`config.mk`:
```
export PLATFORM = sky130hd
export DESIGN_NAME = flag_unit
export DESIGN_NICKNAME = d
export VERILOG_FILES = /design/src/rtl/flag_unit.sv
export SDC_FILE = /design/constraint.sdc
export NUM_CORES = 1
export LEC_CHECK = 0
export ABC_AREA = 1
export ABC_CLOCK_PERIOD_IN_PS = 1500
export CAP_MARGIN = 40
export CORE_MARGIN = 2
export CORE_UTILIZATION = 32
export DETAILED_ROUTE_END_ITERATION = 8
export PLACE_DENSITY = 0.73
export SLEW_MARGIN = 20
export SYNTH_ARGS = -nofsm -noshare
export SYNTH_HDL_FRONTEND = slang
export SYNTH_SLANG_ARGS = --single-unit
```
`constraint.sdc`:
```
create_clock -name clk -period 1.5 [get_ports clk]
set_input_delay 0.3 -clock clk [delete_from_list [all_inputs] [get_ports clk]]
set_output_delay 0.3 -clock clk [all_outputs]
set_load 0.02 [all_outputs]
```
`src/rtl/flag_unit.sv`:
```
// Status-flag register with a single-level shadow copy and a microcode branch
// condition evaluator. Flags are held as {C,Z,V,S}.
module flag_unit (
  input  logic       clk,
  input  logic       reset,
  input  logic       alu_c,
  input  logic       alu_z,
  input  logic       alu_v,
  input  logic       alu_s,
  input  logic       shift_c,
  input  logic [3:0] data_in,
  input  logic [2:0] sst,
  input  logic       save,
  input  logic       restore,
  input  logic [2:0] cond,
  output logic       flag_c,
  output logic       flag_z,
  output logic       flag_v,
  output logic       flag_s,
  output logic [3:0] flags_out,
  output logic       shadow_valid,
  output logic       cond_ok
);

  localparam int unsigned BitC = 3;
  localparam int unsigned BitZ = 2;
  localparam int unsigned BitV = 1;
  localparam int unsigned BitS = 0;

  logic [3:0] flags_q, flags_d;
  logic [3:0] shadow_q, shadow_d;
  logic       valid_q, valid_d;
  logic [3:0] sst_flags;
  logic       do_restore;

  // A restore only counts when there is a saved image to return to.
  assign do_restore = restore & valid_q;

  always_comb begin
    sst_flags = flags_q;
    unique case (sst)
      3'b001: sst_flags = {alu_c, alu_z, alu_v, alu_s};
      3'b010: begin
        sst_flags[BitZ] = alu_z;
        sst_flags[BitS] = alu_s;
      end
      3'b011: sst_flags[BitC] = 1'b0;
      3'b100: sst_flags[BitC] = 1'b1;
      3'b101: sst_flags = data_in;
      3'b110: sst_flags[BitC] = shift_c;
      3'b000, 3'b111: sst_flags = flags_q;
    endcase
  end

  always_comb begin
    flags_d  = do_restore ? shadow_q : sst_flags;
    shadow_d = shadow_q;
    valid_d  = valid_q;
    // Save takes the pre-update flags; with a valid restore this forms a swap.
    if (save) begin
      shadow_d = flags_q;
      valid_d  = 1'b1;
    end else if (do_restore) begin
      valid_d = 1'b0;
    end
  end

  always_ff @(posedge clk) begin
    if (reset) begin
      flags_q  <= 4'b0000;
      shadow_q <= 4'b0000;
      valid_q  <= 1'b0;
    end else begin
      flags_q  <= flags_d;
      shadow_q <= shadow_d;
      valid_q  <= valid_d;
    end
  end

  always_comb begin
    cond_ok = 1'b1;
    unique case (cond)
      3'b000: cond_ok = 1'b1;
      3'b001: cond_ok = flags_q[BitC];
      3'b010: cond_ok = ~flags_q[BitC];
      3'b011: cond_ok = flags_q[BitZ];
      3'b100: cond_ok = ~flags_q[BitZ];
      3'b101: cond_ok = flags_q[BitS];
      3'b110: cond_ok = flags_q[BitV];
      3'b111: cond_ok = flags_q[BitS] ^ flags_q[BitV];
    endcase
  end

  assign flag_c       = flags_q[BitC];
  assign flag_z       = flags_q[BitZ];
  assign flag_v       = flags_q[BitV];
  assign flag_s       = flags_q[BitS];
  assign flags_out    = flags_q;
  assign shadow_valid = valid_q;

endmodule

```
==> results_dict.tcl <==
set metrics [dict create \
    io_buffers 28 \
    critPathCaptureType "output port" \
    status "complete, no violations" \
    initial_core_util 0.3391 \
    synth-seq-area-share 0.3077 \
    num_rows 15 \
    r2r_slack_ns 0.48 \
    p_sw_uw 216.3 \
    critPathLaunchType "flip-flop" \
    pwr-share-comb 0.338 \
    min_period_ns 1.399 \
    clkTransAtPathRegs_ns 0.06 \
    die_x_um 46.78 \
    cts_setup_buffers 0 \
    grt_pass1_wl_mm 2.201 \
    slew_headroom 0.8050 \
    vias 664 \
    pin_count 29 \
    period_share 0.9326 \
    drtPass1Iterations 4 \
    postRouteAntennaNets 0 \
    r2r-start "shadow_valid" \
    vias_per_cell 4.427 \
    dpl_cell_area_um2 904.6 \
    drive_above_1_share 0.1760 \
    setup_viol 0 \
    cap_violations 0 \
    final_area_um2 924.6 \
    finClkSkew_ns 0.002538 \
    grt_pass1_vias 553 \
    hp-start "shadow_q[2]" \
    required_ns 1.20 \
    worst_slew_pin_slew_ns 0.2915 \
    fin_util 0.5355 \
    grt_max_degree 10 \
    worstPathArrival_ns 1.10 \
    crit_type "reg -> out" \
    cts_root_buffer "clkbuf_4" \
    rr_worst_depth 6 \
    ys_warn_count 0 \
    antenna_found_initial 0 \
    holdPathStages 2 \
    grt_setup_unrepaired "no" \
    grt_use_total 0.1422 \
    nets 145 \
    synth_fp_nets 111 \
    finalWeightedCongestion 0.7321 \
    vdd_drop_max_mv 0.3209 \
    pwr-share-clk 0.267 \
    holdBufCountCts 0 \
    drt_iter0_markers 11 \
    synthCells 92 \
    cts_sinks 9 \
    pwr-share-seq 0.396 \
    drc 0 \
    whs_endpoint "shadow_q[2]" \
    power_density_nw_per_um2 748.6 \
    insertedDiodeCount 0 \
    synthDistinctLibCells 21 \
    die_y_um 46.78 \
    area.growth.synth_to_final_pct 57.91 \
    min_path_type "reg -> reg" \
    whs_ns 0.5052 \
    final_max_slew_viol_count 0 \
    cts_tree "done" \
    max_clock_freq_mhz 714.8 \
    intPower_uw 475.9 \
    synth-seq-cells 9 \
    synth_area_um2 585.6 \
    drt-wirelength-per-cell_um 9.700 \
    p_sw_frac 0.3125 \
    grt_overflow 0 \
    synth.avg_cell_area_um2 6.365 \
    dp_hpwl_mm 1.163 \
    core_um2 1727 \
    hold_viol 0 \
    htreeDepth 1 \
    leakage_nw 0.4743 \
    clock_latency_ns 0.26 \
    cts_buffer_depth 2 \
    wl_mm 1.455 \
    die_area_um2 2188 \
    numCtsBuffers 3 \
    worstPathMaxFanout 4 \
    worst_r2r_endpoint "flags_out[2]" \
]
[synthesized netlist by cell type, drive strengths merged]
library cell / count / share of area
nand2: 20 / 0.15
inv: 15 / 0.096
nor2: 15 / 0.10
dfxtp: 9 / 0.31
nand3: 9 / 0.085
a21oi: 7 / 0.079
o21ai: 6 / 0.051
buf: 4 / 0.051
or2: 2 / 0.021
a22o: 1 / 0.015
nand3b: 1 / 0.013
nand4: 1 / 0.011
nor3: 1 / 0.0085
o22ai: 1 / 0.011
[cells in the final DEF (no fill, tap or decap), types with 2 or more instances in the layout]
cell type / count
a21oi_1: 4
a21oi_2: 3
buf_4: 6
clkbuf_4: 3
clkdlybuf4s50_1: 15
dfxtp_1: 8
dlygate4sd2_1: 11
inv_1: 12
inv_2: 3
nand2_1: 17
nand2_2: 2
nand3_1: 8
nor2_1: 14
o21ai_0: 2
o21ai_1: 4
or2_0: 2
[worst max-delay path by stage]
stage | start | slack [ns] | cells after the start | endpoint
after global routing | flags_out[0] | 0.03 | 2 | flag_s
after floorplan | flags_out[3] | 0.28 | 4 | cond_ok
after detailed placement | cond[0] | -0.58 | 6 | cond_ok
after CTS | cond[2] | 0.004 | 5 | cond_ok
final | flags_out[0] | 0.10 | 2 | flag_s
after global placement | cond[0] | -0.51 | 6 | cond_ok
[state kept, by name, indices dropped and copies added (netlist names)]
| signal | flops |
|---|---|
| flags_out | 4 |
| shadow_q | 4 |
| shadow_valid | 1 |
[worst max-delay path: stages, from the launching register on]
cell	delay, ns
dfxtp_1	0.39
buf_4	0.13
dlygate4sd2_1	0.32
[layout make-up]
class,instances,area (um2)
Clock buffer,4,26.28
Timing Repair Buffer,33,304.0
Inverter,15,56.30
Sequential cell,9,181.4
Tap cell,25,31.28
Fill cell,178,802.0
Multi-Input combinational cell,64,325.3
[routing by layer]
layer | GRT usage | share of wire | vias up | wire [um]
li1 | - | - | 357 | -
met1 | 0.1776 | 0.45 | 287 | 648
met2 | 0.2301 | 0.50 | 18 | 727
met3 | 0.04615 | 0.045 | 2 | 66
met4 | 0.05000 | 0.0096 | 0 | 14
met5 | 0 | 0 | - | 0
[logic make-up after synthesis]
logic type	share of synthesized area
buf+inv	0.1474
compound gates	0.1560
simple gates	0.3889
flops	0.3077
[per-stage QoR]
stage,total power [mW],setup TNS [ns],std cells,setup slack [ns]
2_1_floorplan,0.4030,0,92,0.2827
3_3_place_gp,0.5243,-0.5103,146,-0.5103
3_5_place_dp,0.5293,-0.5798,146,-0.5768
4_1_cts,0.6987,0,150,0.004413
5_1_grt,0.7438,0,150,0.02957
6_report,0.6922,0,150,0.1011
[timing repair]
item | CTS | global route
gates resized for setup | 16 | 3
pin swaps | 0 | 1
setup endpoints to repair | 10 | 1
[power by group through the flow]
stage                     combinational (mW)  sequential [mW]  clock [mW]
after floorplan                        0.111            0.292           0
after global placement                 0.247            0.277           0
after detailed placement               0.252            0.278           0
after CTS                              0.234            0.272       0.193
after global routing                   0.259            0.276       0.209
final                                  0.234            0.274       0.185
Note: power is estimated with default switching activity, not from simulation.
